===== src/rtl/ps_lane_scheduler_pkg.sv =====
// Shared symbol constants and encodings for the 10-bit transmit lane scheduler.
package ps_lane_pkg;

  localparam logic [9:0] SYM_COM = 10'b0011111010;  // K28.5, RD-
  localparam logic [9:0] SYM_SKP = 10'b0011110100;  // K28.0
  localparam logic [9:0] SYM_IDL = 10'b0011110011;  // K28.3

  typedef enum logic [1:0] {
    SRC_DATA = 2'd0,
    SRC_IDLE = 2'd1,
    SRC_COM  = 2'd2,
    SRC_SKP  = 2'd3
  } sym_src_t;

  typedef enum logic [1:0] {
    TRAIN = 2'd0,
    DATA  = 2'd1,
    SKIP  = 2'd2
  } lane_state_t;

endpackage


===== src/rtl/ps_lane_scheduler_rr_arbiter.sv =====
// Round-robin grant over N_REQ requesters; the pointer moves to the winner on advance.
module ps_rr_arbiter #(
  parameter int N_REQ = 2
) (
  input  logic             clk,
  input  logic             rst_n,
  input  logic [N_REQ-1:0] req,
  input  logic             advance,
  output logic [N_REQ-1:0] grant,
  output logic [2:0]       grant_id,
  output logic             any
);

  logic [2:0] ptr;
  logic [3:0] idx;

  // Search starts one past the last winner, so the last winner has lowest priority.
  always_comb begin
    grant    = '0;
    grant_id = ptr;
    any      = 1'b0;
    idx      = '0;
    for (int k = 1; k <= N_REQ; k++) begin
      idx = {1'b0, ptr} + 4'(k);
      if (idx >= 4'(N_REQ)) idx = idx - 4'(N_REQ);
      for (int j = 0; j < N_REQ; j++) begin
        if (!any && idx == 4'(j) && req[j]) begin
          any      = 1'b1;
          grant[j] = 1'b1;
          grant_id = 3'(j);
        end
      end
    end
  end

  always_ff @(posedge clk or negedge rst_n) begin
    if (!rst_n)              ptr <= 3'(N_REQ - 1);
    else if (advance && any) ptr <= grant_id;
  end

endmodule


===== src/rtl/ps_lane_scheduler.sv =====
// Transmit lane controller: symbol load strobe, training preamble, SKP insertion and RR arbitration.
module ps_lane_scheduler
  import ps_lane_pkg::*;
#(
  parameter int N_REQ        = 2,
  parameter int TRAIN_LEN    = 16,
  parameter int SKP_INTERVAL = 118,
  parameter int SKP_COUNT    = 3
) (
  input  logic                 CLOCK,
  input  logic                 RESET_L,
  input  logic [N_REQ-1:0]     REQ_VALID,
  input  logic [10*N_REQ-1:0]  REQ_DATA,
  output logic [N_REQ-1:0]     REQ_READY,
  output logic                 LOAD,
  output logic [9:0]           SYM_OUT,
  output logic [2:0]           GRANT_ID,
  output logic [1:0]           SYM_SRC,
  output logic                 LINK_UP
);

  logic [3:0]  slot_cnt, slot_cnt_d;
  lane_state_t state_q, state_d;
  logic [7:0]  train_cnt, train_cnt_d;
  logic [9:0]  skip_cnt, skip_cnt_d;
  logic [2:0]  skp_cnt, skp_cnt_d;
  logic        vld_p0, vld_d;
  logic [9:0]  sym_p0, sym_d;
  sym_src_t    src_p0, src_d;
  logic [2:0]  gid_p0, gid_d;
  logic        link_p0, link_d;

  logic             slot_edge, skip_due, data_slot;
  logic [N_REQ-1:0] win_grant;
  logic [2:0]       win_id;
  logic             win_any;
  logic [9:0]       win_data;

  assign slot_edge = (slot_cnt == 4'd9);
  assign skip_due  = (state_q == DATA) && (skip_cnt == 10'(SKP_INTERVAL));
  assign data_slot = slot_edge && (state_q == DATA) && !skip_due;
  assign REQ_READY = win_grant & {N_REQ{data_slot}};

  ps_rr_arbiter #(.N_REQ(N_REQ)) u_arb (
    .clk      (CLOCK),
    .rst_n    (RESET_L),
    .req      (REQ_VALID),
    .advance  (data_slot),
    .grant    (win_grant),
    .grant_id (win_id),
    .any      (win_any)
  );

  always_comb begin
    win_data = '0;
    for (int i = 0; i < N_REQ; i++)
      if (win_grant[i]) win_data = REQ_DATA[10*i +: 10];
  end

  always_comb begin
    state_d     = state_q;
    train_cnt_d = train_cnt;
    skip_cnt_d  = skip_cnt;
    skp_cnt_d   = skp_cnt;
    sym_d       = sym_p0;
    src_d       = src_p0;
    gid_d       = gid_p0;
    link_d      = link_p0;
    vld_d       = 1'b0;
    slot_cnt_d  = slot_edge ? 4'd0 : slot_cnt + 4'd1;
    if (slot_edge) begin
      vld_d = 1'b1;
      case (state_q)
        TRAIN: begin
          sym_d = SYM_COM;
          src_d = SRC_COM;
          if (train_cnt == 8'(TRAIN_LEN - 1)) begin
            link_d  = 1'b1;
            state_d = DATA;
          end else begin
            train_cnt_d = train_cnt + 8'd1;
          end
        end
        DATA: begin
          if (skip_due) begin
            sym_d      = SYM_COM;
            src_d      = SRC_COM;
            state_d    = SKIP;
            skip_cnt_d = '0;
            skp_cnt_d  = '0;
          end else begin
            skip_cnt_d = skip_cnt + 10'd1;
            if (win_any) begin
              sym_d = win_data;
              src_d = SRC_DATA;
              gid_d = win_id;
            end else begin
              sym_d = SYM_IDL;
              src_d = SRC_IDLE;
            end
          end
        end
        SKIP: begin
          sym_d = SYM_SKP;
          src_d = SRC_SKP;
          if (skp_cnt == 3'(SKP_COUNT - 1)) state_d = DATA;
          else                               skp_cnt_d = skp_cnt + 3'd1;
        end
        default: state_d = TRAIN;
      endcase
    end
  end

  // Output stage: everything the serializer sees changes only on the slot edge.
  always_ff @(posedge CLOCK or negedge RESET_L) begin
    if (!RESET_L) begin
      slot_cnt  <= '0;
      state_q   <= TRAIN;
      train_cnt <= '0;
      skip_cnt  <= '0;
      skp_cnt   <= '0;
      vld_p0    <= 1'b0;
      sym_p0    <= '0;
      src_p0    <= SRC_DATA;
      gid_p0    <= '0;
      link_p0   <= 1'b0;
    end else begin
      slot_cnt  <= slot_cnt_d;
      state_q   <= state_d;
      train_cnt <= train_cnt_d;
      skip_cnt  <= skip_cnt_d;
      skp_cnt   <= skp_cnt_d;
      vld_p0    <= vld_d;
      sym_p0    <= sym_d;
      src_p0    <= src_d;
      gid_p0    <= gid_d;
      link_p0   <= link_d;
    end
  end

  assign LOAD     = vld_p0;
  assign SYM_OUT  = sym_p0;
  assign SYM_SRC  = src_p0;
  assign GRANT_ID = gid_p0;
  assign LINK_UP  = link_p0;

endmodule


===== config.mk =====
export PLATFORM = sky130hd
export DESIGN_NAME = ps_lane_scheduler
export DESIGN_NICKNAME = d
export VERILOG_FILES = /design/src/rtl/ps_lane_scheduler_pkg.sv /design/src/rtl/ps_lane_scheduler_rr_arbiter.sv /design/src/rtl/ps_lane_scheduler.sv
export SDC_FILE = /design/constraint.sdc
export NUM_CORES = 1
export LEC_CHECK = 0
export ABC_AREA = 1
export CAP_MARGIN = 10
export CORE_ASPECT_RATIO = 0.75
export CORE_UTILIZATION = 55
export DETAILED_ROUTE_END_ITERATION = 10
export GPL_TIMING_DRIVEN = 0
export PLACE_DENSITY_LB_ADDON = 0.25
export SLEW_MARGIN = 15
export SYNTH_ARGS = -nofsm -noshare
export SYNTH_HDL_FRONTEND = slang
export SYNTH_HIERARCHICAL = 1
export SYNTH_SLANG_ARGS = --single-unit

===== constraint.sdc =====
create_clock -name CLOCK -period 4.5 [get_ports CLOCK]
set_input_delay 0.675 -clock CLOCK [delete_from_list [all_inputs] [get_ports CLOCK]]
set_output_delay 0.675 -clock CLOCK [all_outputs]
set_load 0.02 [all_outputs]

==> impl_metrics.ini <==
[worst_setup_path]
rr_startpoint = u_arb/ptr[0]
start_kind = flip-flop
ff2ff_path_depth = 18
path_cells = inv_1 > ha_1 > inv_1 > ha_1 > inv_1 > nand2_1 > nand2_1 > nor2_2 > nand2_4 > nand3_2 > nand2_1 > buf_2 > inv_1 > nor2_1 > clkdlybuf4s50_1
cp_slowest_stage_delay_ns = 0.61
cp.arrival_ns = 3.25
crit_required_ns = 3.83
r2r_setup_slack_ns = 1.58
crit_path_end_kind = primary output
crit_type = flip-flop to primary output
crit_slowest_cell = clkdlybuf4s50_1
critPathMostFrequentCell = inv_1
r2r-end = SYM_OUT[4]
cp_max_fo = 10

[sta]
rsz0062_at_grt = no
hold_violations = 0
min_period_over_period_pct = 87.15
finalSetupViolCount = 0
worst_pin_slew_ns = 0.5369
maxSlewHeadroom_pct = 64.20
fin_crit_ns = 3.922
maxSlewViolCount = 0
fmax_mhz = 255.0
timing.hold.ws_ns = 0.3407
skew_ns = 0.006099
worst_slack_ns = 0.5781
setup_tns_ns = 0

[synthesis]
synthTopCellsByArea = dfrtp_1 (37%), nand2_1 (14%), ha_1 (6.5%)
ys.warnings.count = 6
synth_area_mm2 = 0.003078
syn_nets = 434
synth_common_cells = nand2_1 (115), inv_1 (50), dfrtp_1 (46)
synth.distinct_cells = 35
synth.top_cell.area_share_pct = 37.40
syn_area_per_cell_um2 = 7.812
ys.flop_type = dfrtp_1
seq_area_frac_synth_pct = 38.25
synth_edf_count = 0
ys_ff_latch = 47
yosysMostFrequentCell = nand2_1
yosysTopAreaCell = dfrtp_1
synth_cells = 394
async_reset_ff_share_pct = 100.0

[power_and_ir_drop]
vdd_drop_max_v = 0.0001215
switching_share_pct = 20.93
p_switching_w = 0.0001610
cellLeakagePower_nw = 1.848
pwr-share-seq_pct = 54.9
clkPwrFrac_pct = 41.2
p_int_w = 0.0006080
p_total_w = 0.0007689
power_frac_comb_pct = 3.9
p_per_area_mw_per_mm2 = 206.6

[grt]
grt_pass1_wl_mm = 10.88
overflow = 0
track_usage_pct = 24.39
antenna_found_initial = 0
grt_max_degree = 27
grt_pass1_vias = 2417

[route]
via_count = 2588
drt_iter0_markers = 138
wl_per_cell_um = 12.24
drtAntennaViolNets = 0
drc_errors = 0
drt-pass1-iter-count = 4
routed_wl_mm = 6.365
viasPerCell = 4.977

[hold_path]
min_path_type = input pin to async pin

[placed_design]
port-buffer-count = 42
dp_hpwl_mm = 4.851
globalplace.congestion = 0.8829
dp_worst_setup_slack_ns = 0.9400

[clocking]
post_cts_resized = 0
clock-sinks = 47
htree_levels = 2
cts_setup_buffers = 0
cts_root_buffer = clkbuf_8
tritoncts = built
cts_buffers = 5
clock_latency_ns = 0.30
cts.clk_slew.worst_paths_ns = 0.09
hold_buffers = 0
cts_buffer_depth = 2

[floorplan]
fp.dieW_um = 88.38
die_area_mm2 = 0.005902
fp.dieH_um = 66.79
ios = 43
floorplan.initialDensity_pct = 57.50
rows = 23
core_region_area_mm2 = 0.005353

[finish]
area_growth_pct = 20.93
antenna_cells = 0
nNetsFinal = 484
drive_above_1_share_pct = 13.93

[status]
status = complete, no violations

[run]
drv_cap = 0
[routing by layer]
layer  share of wire (%)  routed length (µm)  up-vias  GRT usage, %
li1                    -                   -     1341             -
met1                  48                3076     1170         32.03
met2                  44                2799       68         39.23
met3                 6.2                 393        9         6.444
met4                 1.5                  95        0         7.661
met5                   0                   0        -             0
[cells by family (layout without fill, tap and decap cells)]
group | after synthesis | count (layout) | synth area share (%)
flip-flops | 47 | 47 | 38.25
adder cells (fa/ha/maj) | 16 | 16 | 6.504
AO/OA/AOI/OAI | 44 | 44 | 8.212
buffers and inverters | 65 | 116 | 8.821
XOR/XNOR | 11 | 11 | 3.374
AND/OR/NAND/NOR | 211 | 211 | 34.84
[flip-flops by register name, summed over array words and instances, names as in the netlist, 2 cells and up]
name,flops
u_arb/ptr,3
SYM_SRC,2
slot_cnt,4
SYM_OUT,10
skp_cnt,3
GRANT_ID,3
train_cnt,8
skip_cnt,10
state_q,2
[power by group through the flow]
stage | clock (W) | sequential (W) | combinational [W]
floorplan | 0 | 0.000430 | 0.000000297
global placement | 0 | 0.000430 | 0.0000293
detailed placement | 0 | 0.000430 | 0.0000310
CTS | 0.000323 | 0.000422 | 0.0000310
global route | 0.000340 | 0.000422 | 0.0000339
finish | 0.000317 | 0.000422 | 0.0000300
[cells in the final DEF (no fill, tap or decap), types with 8 or more instances in the layout]
master / count
o21ai_1: 14
o21ai_0: 8
dfrtp_1: 46
a21oi_1: 12
ha_1: 16
inv_1: 50
inv_2: 10
nor2_1: 19
nand4_1: 9
nand3_1: 28
clkdlybuf4s50_1: 41
nand2_1: 115
[metrics by stage]
step                      utilization [%]  instances  area, µm²
after detailed placement            67.39        512       3607
after global placement              67.11        511       3592
after floorplan                         -        394       3078
after CTS                           69.54        520       3722
after global routing                69.54        520       3722
final                               69.54        520       3722
[worst max-delay path: cells and delay by family (launching register included)]
family,cells,cell delay [ns]
DFF,1,0.60
buffers and inverters,6,1.12
adders and majority gates,2,0.64
and+or+nand+nor,7,0.60
[final cells by class]
type / count / area, µm²
Timing Repair Buffer: 43 / 435.4
Tap cell: 75 / 93.84
Clock inverter: 3 / 46.29
Fill cell: 430 / 1630
Sequential cell: 47 / 1177
Clock buffer: 5 / 68.82
Buffer: 5 / 46.29
Multi-Input combinational cell: 282 / 1629
Inverter: 60 / 225.2
[worst max path at each step]
stage,depth (start not counted),startpoint,end,slack [ns]
finish,15,u_arb/ptr[0],REQ_READY[1],0.58
global route,15,u_arb/ptr[0],REQ_READY[1],0.32
CTS,15,u_arb/ptr[0],REQ_READY[1],0.57
detailed placement,15,u_arb/ptr[0],REQ_READY[1],0.94
global placement,15,u_arb/ptr[0],REQ_READY[1],0.95
floorplan,14,u_arb/ptr[0],REQ_READY[1],1.53
(Power assumes the default switching activity.)
